===== src/rtl/mpu_pkg.sv =====
// Shared processor-memory constants and the arbiter lock FSM encoding.
// Also used by the datapath for the memory geometry defaults.
package mpu_pkg;

   localparam int unsigned MPU_ADDR_W   = 5;
   localparam int unsigned MPU_DATA_W   = 8;
   localparam int unsigned ARB_MAX_WAIT = 3;

   typedef enum logic [1:0] {
      UNLOCKED  = 2'd0,
      LOCK_PEND = 2'd1,
      LOCKED    = 2'd2
   } lock_state_e;

   // Counter width able to hold 0..max_val inclusive, never narrower than one bit.
   function automatic int unsigned cnt_width(input int unsigned max_val);
      return (max_val < 1) ? 1 : $clog2(max_val + 1);
   endfunction

endpackage


===== src/rtl/arb_wait_counter.sv =====
// Saturating host-wait counter: counts lost arbitration cycles, clears on demand,
// and flags 'expired' once the count reaches MAX_WAIT.
module arb_wait_counter
   import mpu_pkg::*;
#(
   parameter int unsigned MAX_WAIT = ARB_MAX_WAIT
) (
   input  logic clk_i,
   input  logic reset_i,
   input  logic inc_i,
   input  logic clr_i,
   output logic expired_o
);

   localparam int unsigned     CNT_W = cnt_width(MAX_WAIT);
   localparam logic [CNT_W-1:0] LIMIT = CNT_W'(MAX_WAIT);

   logic [CNT_W-1:0] cnt_q, cnt_d;

   always_comb begin
      cnt_d = cnt_q;
      if (clr_i) begin
         cnt_d = '0;
      end else if (inc_i && (cnt_q != LIMIT)) begin
         cnt_d = cnt_q + 1'b1;
      end
   end

   always_ff @(posedge clk_i) begin
      if (reset_i) begin
         cnt_q <= '0;
      end else begin
         cnt_q <= cnt_d;
      end
   end

   assign expired_o = (cnt_q == LIMIT);

endmodule


===== src/rtl/mem_arbiter.sv =====
// Single-port memory arbiter between CPU datapath and host port, with anti-starvation
// for the host and a host lock that stalls the CPU during burst program loading.
module mem_arbiter
   import mpu_pkg::*;
#(
   parameter int unsigned ADDR_W   = MPU_ADDR_W,
   parameter int unsigned DATA_W   = MPU_DATA_W,
   parameter int unsigned MAX_WAIT = ARB_MAX_WAIT
) (
   input  logic              clk,
   input  logic              reset,

   input  logic              cpu_req,
   input  logic              cpu_we,
   input  logic [ADDR_W-1:0] cpu_addr,
   input  logic [DATA_W-1:0] cpu_wdata,
   output logic              cpu_gnt,
   output logic              cpu_rvalid,
   output logic [DATA_W-1:0] cpu_rdata,
   output logic              cpu_stall,

   input  logic              host_req,
   input  logic              host_we,
   input  logic [ADDR_W-1:0] host_addr,
   input  logic [DATA_W-1:0] host_wdata,
   output logic              host_gnt,
   output logic              host_rvalid,
   output logic [DATA_W-1:0] host_rdata,

   input  logic              lock_req,
   output logic              lock_ack,

   output logic              mem_en,
   output logic              mem_we,
   output logic [ADDR_W-1:0] mem_addr,
   output logic [DATA_W-1:0] mem_wdata,
   input  logic [DATA_W-1:0] mem_rdata
);

   lock_state_e state_q;
   logic        lock_ack_q;
   logic        cpu_rv_q;
   logic        host_rv_q;
   logic        host_expired;
   logic        locked;

   assign locked = (state_q == LOCKED);

   // Host wins when locked, when its wait has expired, or when the CPU is idle.
   always_comb begin
      cpu_gnt  = 1'b0;
      host_gnt = 1'b0;
      if (!reset) begin
         if (locked) begin
            host_gnt = host_req;
         end else if (host_req && (host_expired || !cpu_req)) begin
            host_gnt = 1'b1;
         end else begin
            cpu_gnt = cpu_req;
         end
      end
   end

   always_comb begin
      mem_en    = cpu_gnt | host_gnt;
      mem_we    = 1'b0;
      mem_addr  = '0;
      mem_wdata = '0;
      if (host_gnt) begin
         mem_we    = host_we;
         mem_addr  = host_addr;
         mem_wdata = host_wdata;
      end else if (cpu_gnt) begin
         mem_we    = cpu_we;
         mem_addr  = cpu_addr;
         mem_wdata = cpu_wdata;
      end
   end

   assign cpu_stall = cpu_req & ~cpu_gnt;

   arb_wait_counter #(
      .MAX_WAIT (MAX_WAIT)
   ) u_wait_cnt (
      .clk_i     (clk),
      .reset_i   (reset),
      .inc_i     (host_req & ~host_gnt),
      .clr_i     (host_gnt | ~host_req),
      .expired_o (host_expired)
   );

   always_ff @(posedge clk) begin
      if (reset) begin
         cpu_rv_q  <= 1'b0;
         host_rv_q <= 1'b0;
      end else begin
         cpu_rv_q  <= cpu_gnt & ~cpu_we;
         host_rv_q <= host_gnt & ~host_we;
      end
   end

   // Lock is taken only when the CPU sits at an access boundary: no read data
   // returning this cycle and no request that could be granted this cycle.
   always_ff @(posedge clk) begin
      if (reset) begin
         state_q    <= UNLOCKED;
         lock_ack_q <= 1'b0;
      end else begin
         case (state_q)
            UNLOCKED: begin
               if (lock_req) begin
                  state_q <= LOCK_PEND;
               end
            end
            LOCK_PEND: begin
               if (!lock_req) begin
                  state_q <= UNLOCKED;
               end else if (!cpu_rv_q && !cpu_req) begin
                  state_q    <= LOCKED;
                  lock_ack_q <= 1'b1;
               end
            end
            LOCKED: begin
               if (!lock_req) begin
                  state_q    <= UNLOCKED;
                  lock_ack_q <= 1'b0;
               end
            end
            default: begin
               state_q    <= UNLOCKED;
               lock_ack_q <= 1'b0;
            end
         endcase
      end
   end

   assign lock_ack = lock_ack_q;

   // Read data bypasses straight from memory; rvalid is masked so a read in
   // flight across a reset never reports completion.
   assign cpu_rvalid  = cpu_rv_q & ~reset;
   assign host_rvalid = host_rv_q & ~reset;
   assign cpu_rdata   = mem_rdata;
   assign host_rdata  = mem_rdata;

endmodule


===== config.mk =====
export PLATFORM = sky130hd
export DESIGN_NAME = mem_arbiter
export DESIGN_NICKNAME = d
export VERILOG_FILES = /design/src/rtl/mpu_pkg.sv /design/src/rtl/arb_wait_counter.sv /design/src/rtl/mem_arbiter.sv
export SDC_FILE = /design/constraint.sdc
export NUM_CORES = 1
export LEC_CHECK = 0
export ABC_AREA = 1
export ABC_CLOCK_PERIOD_IN_PS = 2800
export BUFFER_PORTS_ARGS = -buffer_cell sky130_fd_sc_hd__buf_4
export CAP_MARGIN = 20
export CORE_AREA = 10 10 55 57
export CTS_CLUSTER_SIZE = 25
export DETAILED_ROUTE_END_ITERATION = 7
export DIE_AREA = 0 0 65 67
export PLACE_DENSITY = 0.83
export REMOVE_ABC_BUFFERS = 1
export SYNTH_ARGS = -nofsm -noshare
export SYNTH_HDL_FRONTEND = slang
export SYNTH_SLANG_ARGS = --single-unit
export TNS_END_PERCENT = 100

===== constraint.sdc =====
create_clock -name clk -period 2.8 [get_ports clk]
set_clock_uncertainty 0.05 [all_clocks]
set_input_delay 0.7 -clock clk [delete_from_list [all_inputs] [get_ports clk]]
set_output_delay 0.7 -clock clk [all_outputs]
set_load 0.05 [all_outputs]

Word-level counts from Yosys, hierarchy flattened
Index checks and enable logic that the tools add are counted.

$add $sub $neg: 1. Equality and inequality tests: 9. Mux-type cells: 21. Bitwise logic cells: 15. Reduce and logical (&&, ||, !) cells: 10.

Operators by type and width (number): 8-bit two-way mux (2); 1-bit two-way mux (11); 5-bit two-way mux (2); 2-bit inequality test (second input constant) (5); 2-bit two-way mux (4); 1-bit inverter (7); 1-bit AND (6); 2-bit case mux with 3 select lines (1); 2-bit == test (second input constant) (2); 4-bit AND reduction (1); 1-bit logical AND (3); 3-bit inequality test (second input constant) (1); 1-bit case mux with 3 select lines (1); 3-bit AND reduction (1); 2-bit by 1-bit adder with 2-bit output (second input constant) (1); 2-bit by 1-bit == test with 1-bit output (second input constant) (1); 1-bit zero test (2); 2-bit zero test (1); 1-bit OR (2); 2-bit OR reduction (1); 1-bit logical OR (1).

Bits in registers: 7. Bits of input ports: 41. Output and inout bits: 37. Logic and storage cells: 61.

Logic depth before layout (Yosys ltp)
Word-level depth: 9. Gate-level depth with buffers: 7. Depth with buffers taken out: 7.

Cells and area by module
Synthesis repeated with hierarchy kept, for this count alone.

Cell total of the unflattened synthesis: 117. Area total of the unflattened synthesis: 691.9 µm².

By module, submodules not included: mem_arbiter (times used 1, cells an instance 101, area each 585.6 µm²); arb_wait_counter (times used 1, cells an instance 16, area each 106.4 µm²).

Least setup slack after synthesis
OpenSTA, ideal clock, no wires.

Path kind: input port to output port. Start: input cpu_req. End: output cpu_stall. Arrival: 1926 ps. Data required time: 2050 ps. Setup slack: 124 ps. Stages: 5. Path buffers: 0. Cells stage by stage: nand2_1 > nand2_1 > nand2_1 > inv_1 > nor2_1.

Cells in the longest elaborated chain, start to end: 8.

RTL lines: from (decl) (line mem_arbiter.sv:13) `input logic cpu_req,`; 1-bit zero test (line mem_arbiter.sv:56) `end else if (host_req && (host_expired || !cpu_req)) begin`; 1-bit logical OR (line mem_arbiter.sv:56); 1-bit logical AND (line mem_arbiter.sv:56); 1-bit two-way mux (*) (line mem_arbiter.sv:56); 1-bit two-way mux (*) (line mem_arbiter.sv:54) `if (locked) begin`; 1-bit two-way mux (*) (line mem_arbiter.sv:53) `if (!reset) begin`; named net cpu_gnt (line mem_arbiter.sv:17) `output logic cpu_gnt,`; 1-bit inverter (*) (line mem_arbiter.sv:80) `assign cpu_stall = cpu_req & ~cpu_gnt;`; 1-bit AND (*) (line mem_arbiter.sv:80); to (decl) (line mem_arbiter.sv:20) `output logic cpu_stall,`.

Mark *: on every way through the listed nets, which the timed path passes. The rest lies on a longest branch.

Worst setup path after layout
Start: input reset. End: output cpu_stall.

Cells in the longest elaborated chain, start to end: 3.

RTL lines: from (decl) (line mem_arbiter.sv:11) `input logic reset,`; 1-bit two-way mux (line mem_arbiter.sv:53); 1-bit inverter (line mem_arbiter.sv:80); 1-bit AND (line mem_arbiter.sv:80).

No other way between the ends.

==> results.md <==
* Finished Layout Cells at between 150 and 200
* TritonCTS buffer count at 3
* Final hold vios at 0
* Hold_buf cts at 0
* Placed insts at around 180
* Max Slew Vio Count at 0
* Post-route antenna net violation count at 0
* Post-DP Area at roughly 990 um^2
* Starting DRT DRC Count at 28
* CTS sink count at 7
* Worst IR Drop VDD at roughly 0.19 mV
* Hold Slack at ~0.47 ns
* Avg Cell Area, Syn at ~6.1 um^2
* Register clock-pin slew on the reported worst setup and hold paths at approximately 0.05 ns
* Worst slew margin at 0.789
* Most frequent cells in the layout: buf_4 (55), nand2_1 (29), nand3_1 (28)
* Post-route cell area at just over 1000 um^2
* Syn-to-layout area delta at 46.1%
* Top cell type's share of synthesized area at 0.201
* Critical path type: primary input to output port
* Comb pwr share at 0.459
* N_diodes at 0
* GPL Wtd Cong at roughly 0.77
* Root Driver: clkbuf_4
* Internal Power at between 200 and 250 uW
* Drt wl/cell at 13.5 um
* Starting Density at 0.359
* Layout cell share with drive strength beyond 1 at 0.416
* First-pass GRT wire length at 3.82 mm
* HPWL Detailed at a little over 2 mm
* Mapped Cells at 115
* Status: finished clean
* Gr ovfl total at 0
* Drt first pass iters at 4
* Row count at 16
* Min-delay src: state_q[1]
* Synth top area cells: dfxtp_1 (20%), nand3_1 (20%), buf_4 (19%)
* FF+latch count, synth at 7
* Chip Width at around 65 um
* Worst EP required at 2.05 ns
* Slew @ Worst Pin at about 0.32 ns
* Worst setup SP type: primary input
* H-tree levels at 1
* Largest net degree at the start of global routing at 18
* Synth Cell Area at 697 um^2
* RSZ-0062 raised after global routing: no
* Commonest non-fill, non-tap cell in the layout: buf_4
* Yosys cell types at 17
* Vias in the first global route at between 900 and 1000
* Gr usage total at 0.108
* Ports at just under 80
* Fin nets at between 150 and 200
* Seq/Total Area, Yosys at 0.201
* Setup violators final at 0
* Yosys warns at 0
* CP Max Fanout at 15
* Seq pwr share at 0.283
* Vias per cell at approximately 4.8
* Hold/Removal Path Class: flop to flop
* Worst skew pair latency at 0.26 ns
* NetSw at 151 uW
* Max-cap violations at 0
* Clock Path Buffers at 2
* Final worst path period need at 2.48 ns
* Fmax achieved at a little over 400 MHz
* Largest area contributor in the netlist: dfxtp_1
* Leak pwr at 0.000603 uW
* Clock power share at 0.258
* CTS tree: yes
* Setup Buffers After CTS at 0
* Worst path arrival time at approximately 1.7 ns
* Detailed-route DRC error count at 0
* FILL cells at ~210
* Switching fraction of total power at 0.405
* Final period util at 0.887
* Initial antenna violation count at 0
* Total wire length at approximately 2.4 mm
* Setup crit start: reset
* Core area at ~2000 um^2
* Crit end category: output port
* Power density cells at 367 nW/um^2
* Cts repair resizes at 0
* R2R Path Start: u_wait_cnt.cnt_q[0]
* Die area at 4360 um^2
* Via count at 876
* Die height at between 60 and 70 um
* PortBufs at between 50 and 60
## per-stage QoR
step                      power (uW)   util  TNS, ns  setup slack, ns
final                            374  0.524        0            0.316
after global routing             390  0.524        0            0.225
after CTS                        375  0.524        0            0.307
after detailed placement         281  0.511        0            0.311
after global placement           278  0.511        0            0.338
after floorplan                  205      -  -0.0484          -0.0484
## logic make-up after synthesis
group,Yosys count,share of synthesized area
compound gates,4,0.0359
buf+inv,33,0.287
simple gates,70,0.458
fa+ha+maj,1,0.0180
flops,7,0.201
## cells in the mapped netlist (all sizes together)
master  number
a21oi        1
buf         20
dfxtp        7
ha           1
inv         13
nand2       29
nand3       29
nor2        10
nor3         2
o211ai       2
o21ai        1
## critical path, cell delays in order
cell and delay, ns:
buf_4 0.13, inv_2 0.06, nand2_1 0.08, nor2_4 0.29, nand2_1 0.15, inv_1 0.10, nor2_1 0.04, buf_4 0.18
## area by class of cell
class | count | area [um^2] | area share
flip-flops and latches | 7 | 140 | 0.138
repair buffers | 55 | 413 | 0.405
well taps | 27 | 33.8 | 0.0332
clock buffers | 4 | 26.3 | 0.0258
inverters | 13 | 48.8 | 0.0479
multi-input cells | 75 | 357 | 0.350
## registers in the layout, summed over array words and instances, names as in the netlist
signal / count
host_rv_q: 1
u_wait_cnt.cnt_q: 2
state_q: 2
lock_ack: 1
cpu_rv_q: 1
## path summary, 6_finish.rpt
path | cells past startpoint | slack [ns] | endpoint
setup / recovery | 8 | 0.32 | cpu_stall
hold / removal | 1 | 0.47 | state_q[0]
setup reg to reg | 5 | 1.54 | host_rv_q
hold reg to reg | 1 | 0.47 | state_q[0]
## power groups by stage
stage | sequential, uW | clock (uW) | combinational, uW
5_1_grt | 106 | 100 | 184
6_report | 106 | 96.7 | 172
3_3_place_gp | 108 | 0 | 170
3_5_place_dp | 108 | 0 | 173
2_1_floorplan | 109 | 0 | 95.4
4_1_cts | 106 | 96.4 | 173
## per-layer routing
| metal | vias up | share of wire | track usage |
|---|---|---|---|
| met2 | 67 | 0.43 | 0.169 |
| met1 | 375 | 0.35 | 0.0927 |
| met4 | 0 | 0.014 | 0.0401 |
| met5 | - | 0 | 0 |
| met3 | 4 | 0.20 | 0.110 |
| li1 | 430 | - | - |
(Power assumes the default switching activity.)
